`config.mk`:
```
export PLATFORM = sky130hd
export DESIGN_NAME = fetch_stage
export DESIGN_NICKNAME = d
export VERILOG_FILES = /design/src/rtl/pipeline_pkg.sv /design/src/rtl/fetch_stage_pc_register.sv /design/src/rtl/fetch_stage.sv
export SDC_FILE = /design/constraint.sdc
export NUM_CORES = 1
export LEC_CHECK = 0
export CORE_ASPECT_RATIO = 1.25
export CORE_UTILIZATION = 49
export DETAILED_ROUTE_END_ITERATION = 7
export HOLD_SLACK_MARGIN = 0.12
export PLACE_DENSITY = 0.9
export REMOVE_ABC_BUFFERS = 1
export SLEW_MARGIN = 10
export SYNTH_ARGS = -nofsm -noshare
export SYNTH_HDL_FRONTEND = slang
export SYNTH_HIERARCHICAL = 1
export SYNTH_SLANG_ARGS = --single-unit
```
`constraint.sdc`:
```
create_clock -name clk -period 3.3 [get_ports clk]
set_input_delay 0.825 -clock clk [delete_from_list [all_inputs] [get_ports clk]]
set_output_delay 0.825 -clock clk [all_outputs]
set_load 0.005 [all_outputs]
```
`src/rtl/pipeline_pkg.sv`:
```
// Shared definitions for the MIPS pipeline stages.
//   NOP_INSTR / HALT_INSTR : special instruction encodings
//   fetch_state_t          : run-control FSM states of the fetch stage
//   OP_*                   : opcode constants shared with the ID-stage branch resolver
package pipeline_pkg;

  localparam logic [31:0] NOP_INSTR  = 32'h0000_0000;
  localparam logic [31:0] HALT_INSTR = 32'hFFFF_FFFF;

  localparam logic [5:0] OP_JUMP = 6'h02;
  localparam logic [5:0] OP_BEQ  = 6'h04;
  localparam logic [5:0] OP_BNE  = 6'h05;

  typedef enum logic [1:0] {
    IDLE = 2'd0,
    RUN  = 2'd1,
    HALT = 2'd2
  } fetch_state_t;

endpackage

```
`src/rtl/fetch_stage_pc_register.sv`:
```
// Program counter register.
//   clk, rst      : clock, synchronous active-high reset (pc -> 0)
//   load, load_pc : load pc with load_pc (highest priority after reset)
//   inc           : pc <= pc + 1, modulo 2^PC_WIDE
//   pc            : current program counter
module pc_register
  import pipeline_pkg::*;
#(
  parameter int unsigned PC_WIDE = 7
) (
  input  logic               clk,
  input  logic               rst,
  input  logic               load,
  input  logic [PC_WIDE-1:0] load_pc,
  input  logic               inc,
  output logic [PC_WIDE-1:0] pc
);

  logic [PC_WIDE-1:0] pc_q;
  logic [PC_WIDE-1:0] pc_d;

  always_comb begin
    pc_d = pc_q;
    if (load) begin
      pc_d = load_pc;
    end else if (inc) begin
      pc_d = pc_q + PC_WIDE'(1);
    end
  end

  always_ff @(posedge clk) begin
    if (rst) begin
      pc_q <= '0;
    end else begin
      pc_q <= pc_d;
    end
  end

  assign pc = pc_q;

endmodule

```
`src/rtl/fetch_stage.sv`:
```
// Instruction-fetch stage: owns the PC, drives the instruction-memory
// address and loads the IF/ID pipeline register. A run-control FSM
// (IDLE/RUN/HALT) supports start, single-step and halt detection.
//   clk, rst            : clock, synchronous active-high reset
//   start               : leave IDLE (pulse)
//   step_mode, step     : single-step control
//   stall               : hazard hold of PC and IF/ID
//   taken, branch_pc    : redirect from the ID-stage branch resolver
//   imem_addr/imem_data : combinational instruction-memory read port
//   if_id_instr/_pc_next/_valid : IF/ID pipeline register
//   halted              : high in HALT
//   instr_count         : valid instructions delivered since reset
module fetch_stage
  import pipeline_pkg::*;
#(
  parameter int unsigned PC_WIDE    = 7,
  parameter logic [31:0] HALT_INSTR = 32'hFFFF_FFFF
) (
  input  logic               clk,
  input  logic               rst,
  input  logic               start,
  input  logic               step_mode,
  input  logic               step,
  input  logic               stall,
  input  logic               taken,
  input  logic [PC_WIDE-1:0] branch_pc,
  output logic [PC_WIDE-1:0] imem_addr,
  input  logic [31:0]        imem_data,
  output logic [31:0]        if_id_instr,
  output logic [PC_WIDE-1:0] if_id_pc_next,
  output logic               if_id_valid,
  output logic               halted,
  output logic [31:0]        instr_count
);

  fetch_state_t state_q, state_d;

  logic [31:0]        instr_q, instr_d;
  logic [PC_WIDE-1:0] pc_next_q, pc_next_d;
  logic               valid_q, valid_d;
  logic               halted_q, halted_d;
  logic [31:0]        count_q, count_d;

  logic               pc_load;
  logic               pc_inc;
  logic [PC_WIDE-1:0] pc;
  logic [PC_WIDE-1:0] pc_plus1;
  logic               fe;

  pc_register #(
    .PC_WIDE (PC_WIDE)
  ) u_pc (
    .clk     (clk),
    .rst     (rst),
    .load    (pc_load),
    .load_pc (branch_pc),
    .inc     (pc_inc),
    .pc      (pc)
  );

  assign pc_plus1 = pc + PC_WIDE'(1);
  assign fe       = !step_mode || step;

  always_comb begin
    state_d   = state_q;
    pc_load   = 1'b0;
    pc_inc    = 1'b0;
    // default: IF/ID loads a bubble
    instr_d   = NOP_INSTR;
    pc_next_d = '0;
    valid_d   = 1'b0;
    count_d   = count_q;

    unique case (state_q)
      IDLE: begin
        if (start) begin
          state_d = RUN;
        end
      end
      RUN: begin
        if (stall) begin
          // branch operands are stale during a stall, so a redirect is ignored
          instr_d   = instr_q;
          pc_next_d = pc_next_q;
          valid_d   = valid_q;
        end else if (taken) begin
          pc_load = 1'b1;
        end else if (fe) begin
          pc_inc = 1'b1;
          if (imem_data == HALT_INSTR) begin
            state_d = HALT;
          end else begin
            instr_d   = imem_data;
            pc_next_d = pc_plus1;
            valid_d   = 1'b1;
            count_d   = count_q + 32'd1;
          end
        end
      end
      HALT: begin
      end
      default: begin
        state_d = IDLE;
      end
    endcase

    halted_d = (state_d == HALT);
  end

  always_ff @(posedge clk) begin
    if (rst) begin
      state_q   <= IDLE;
      instr_q   <= '0;
      pc_next_q <= '0;
      valid_q   <= 1'b0;
      halted_q  <= 1'b0;
      count_q   <= '0;
    end else begin
      state_q   <= state_d;
      instr_q   <= instr_d;
      pc_next_q <= pc_next_d;
      valid_q   <= valid_d;
      halted_q  <= halted_d;
      count_q   <= count_d;
    end
  end

  assign imem_addr     = pc;
  assign if_id_instr   = instr_q;
  assign if_id_pc_next = pc_next_q;
  assign if_id_valid   = valid_q;
  assign halted        = halted_q;
  assign instr_count   = count_q;

endmodule

```
==> flow_metrics.env <==
export IMPL_status="finished, final reports clean"
export IMPL_clock_path_buffers=2
export IMPL_pre_cts_slack_ns=0.357
export IMPL_worst_hold_path_type="reg -> reg"
export IMPL_setup_tns_ns=0
export IMPL_wirelength_mm=9.30
export IMPL_fp_row_count=34
export IMPL_avgSynthCellArea_um2=8.91
export IMPL_cts_sinks=82
export IMPL_synth_top_family_by_area="simple AND/OR/NAND/NOR gates"
export IMPL_worstPathRequired_ns=3.53
export IMPL_start_kind="input pin"
export IMPL_synth_area_top_cells="dfxtp_1 (46%), a22oi_1 (7.8%), nor2_1 (7.6%), xnor2_1 (6.1%), a2111oi_0 (3.4%)"
export IMPL_critPathArrivalTime_ns=2.81
export IMPL_synth_enable_flop_cells=0
export IMPL_grt_max_degree=42
export IMPL_maxCapViolCount=0
export IMPL_rsz0062_at_grt="false"
export IMPL_worstRegToRegCells=5
export IMPL_cp_cell_sequence="clkdlybuf4s50_1 -> nand4_1 -> nor4_4 -> buf_4 -> a2111oi_0 -> xnor2_1 -> nor2_1"
export IMPL_grt_pass1_wl_mm=15.5
export IMPL_post_drt_via_cell_ratio=5.64
export IMPL_ys_flop_type="dfxtp_1"
export IMPL_hold_path_cell_count=2
export IMPL_syn_area_um2=3580
export IMPL_cp_depth=7
export IMPL_cts_setup_buffers=0
export IMPL_critPathMaxStageDelay_ns=0.56
export IMPL_hold_buffers=0
export IMPL_cts_buffers=9
export IMPL_io_pins=126
export IMPL_antenna_cells=0
export IMPL_critical_path_top_delay_family="buffers and inverters"
export IMPL_drt_iter0_drc=135
export IMPL_relSlewSlack=0.336
export IMPL_cp_num_buf_inv=2
export IMPL_synth_mux_area_frac=0.00908
export IMPL_finalNetCount=571
export IMPL_leakagePower_uw=0.00170
export IMPL_synth_fa_ha_area_frac=0.0105
export IMPL_multi_input_comb_area_um2=1850
export IMPL_clock_latency_ns=0.35
export IMPL_start_util=0.511
export IMPL_synthTopCellsByCount="dfxtp_1 (82), nor2_1 (73), a22oi_1 (37), xnor2_1 (25), clkbuf_1 (23)"
export IMPL_htree_levels=3
export IMPL_synth_xor_area_share=0.0758
export IMPL_seq_area_um2=1640
export IMPL_clkSlewWorstSetupHoldPaths_ns=0.08
export IMPL_skew_ns=0.0112
export IMPL_post_cts_resized=0
export IMPL_die_height_um=97.6
export IMPL_synthSimpleGateAreaFrac=0.222
export IMPL_synth_top_cell_by_area="dfxtp_1"
export IMPL_drc=0
export IMPL_cts_tree="yes"
export IMPL_cp_end_kind="flop"
export IMPL_first_pass_iters=4
export IMPL_fin_ws_ns=0.719
export IMPL_wire_per_inst_um=15.1
export IMPL_fmax_mhz=387
export IMPL_ys_types=38
export IMPL_syn_inst=402
export IMPL_die_area_um2=7660
export IMPL_synth_compound_area_share=0.192
export IMPL_grt_pass1_vias=3346
export IMPL_slowest_stage="nor4_4"
export IMPL_seq_area_frac_synth=0.458
export IMPL_core_um2=7020
export IMPL_gp_congestion=0.868
export IMPL_crit_fanout=22
export IMPL_track_usage=0.251
export IMPL_async_flop_share=0
export IMPL_dpl_hpwl_mm=6.75
export IMPL_portBuffers=125
export IMPL_n_fill_cell=536
export IMPL_vdd_drop_max_mv=0.363
export IMPL_syn_to_final_growth_pct=43.4
export IMPL_finalHoldViolCount=0
export IMPL_period_needed_ns=2.58
export IMPL_finalMaxSlewViolations=0
export IMPL_yosysMostFrequentCell="dfxtp_1"
export IMPL_die_w_um=78.5
export IMPL_worstMarginPinSlew_ns=0.994
export IMPL_drive_above_1_share=0.0722
export IMPL_yosysWarnings=6
export IMPL_via_count=3476
export IMPL_final_core_util=0.732
export IMPL_synth_top_area_frac=0.458
export IMPL_worstSetupPathType="in -> reg"
export IMPL_pwr_density_cell_nw_per_um2=368
export IMPL_ys_seq_elements=82
export IMPL_setup_viol=0
export IMPL_timing_final_crit_share=0.782
export IMPL_cts_root_buf="clkbuf_8"
export IMPL_antenna_found_initial=0
export IMPL_drtAntennaViolNets=0
export IMPL_globalRouteOverflowTotal=0
[metrics by stage]
stage / instances / total power, uW / instance area, um^2 / hold WS [ns]
after floorplan: 378 / 1080 / 3490 / 0.427
after global placement: 601 / 1190 / 4950 / 0.445
after detailed placement: 601 / 1200 / 4950 / 0.472
after CTS: 616 / 1900 / 5140 / 0.483
after global routing: 616 / 1960 / 5140 / 0.508
final: 616 / 1890 / 5140 / 0.479
[worst register-to-register path, cell delays in order, from the launching register on]
cell	delay (ns)
dfxtp_1	0.45
nand4_1	0.23
or4_4	0.55
a2111oi_4	0.61
nand4_1	0.19
mux2_1	0.34
[flip-flops by register name, summed over array words and instances (netlist names)]
| signal | cells |
|---|---|
| if_id_valid | 1 |
| instr_count | 32 |
| if_id_instr | 32 |
| state_q | 2 |
| halted | 1 |
| u_pc/pc | 7 |
| if_id_pc_next | 7 |
[report_power, final]
part / leakage (uW) / switching [uW] / internal (uW) / total, uW
Clock: 0.0000941 / 351 / 363 / 715
Sequential: 0.000662 / 12.7 / 1000 / 1010
Combinational: 0.000941 / 72.3 / 89.7 / 162
Total: 0.00170 / 436 / 1450 / 1890
[cells by family after synthesis]
logic type | count (synthesis)
buf+inv | 31
fa+ha+maj | 3
mux | 3
flops | 82
xor+xnor | 31
simple gates | 159
compound gates | 93
[path summary, 6_finish.rpt]
check / start / slack [ns] / endpoint
setup / recovery: imem_data[16] / 0.72 / instr_count[8]
setup reg to reg: instr_count[9] / 0.83 / instr_count[31]
hold reg to reg: if_id_pc_next[4] / 0.48 / if_id_pc_next[4]
hold / removal: if_id_pc_next[4] / 0.48 / if_id_pc_next[4]
[routing by layer]
layer / track usage / up-vias / wire length [um]
met5: 0 / - / 0
met4: 0.0997 / 0 / 122
met3: 0.0469 / 13 / 619
met2: 0.428 / 129 / 4630
met1: 0.308 / 1627 / 3920
li1: - / 1707 / -
[cells in the final DEF, fill, tap and decap left out, types with 3 or more instances in the layout]
master / instances
a2111oi_0: 14
a211oi_1: 10
a21oi_1: 16
a22oi_1: 37
a31o_2: 4
and3_1: 6
buf_4: 8
clkbuf_8: 10
clkdlybuf4s50_1: 125
dfxtp_1: 82
ha_1: 3
inv_1: 7
nand2_1: 19
nand2b_1: 9
nand3_1: 14
nand4_1: 17
nor2_1: 73
o21ai_0: 6
or3_1: 6
xnor2_1: 25
xor2_1: 6
[final cells by class]
class / instances / area share
tap: 90 / 0.0219
multi-input combinational: 289 / 0.361
sequential: 82 / 0.319
clock inverter: 5 / 0.0107
inverter: 7 / 0.00511
timing repair buffer: 133 / 0.255
clock buffer: 10 / 0.0268
(Power assumes the default switching activity.)
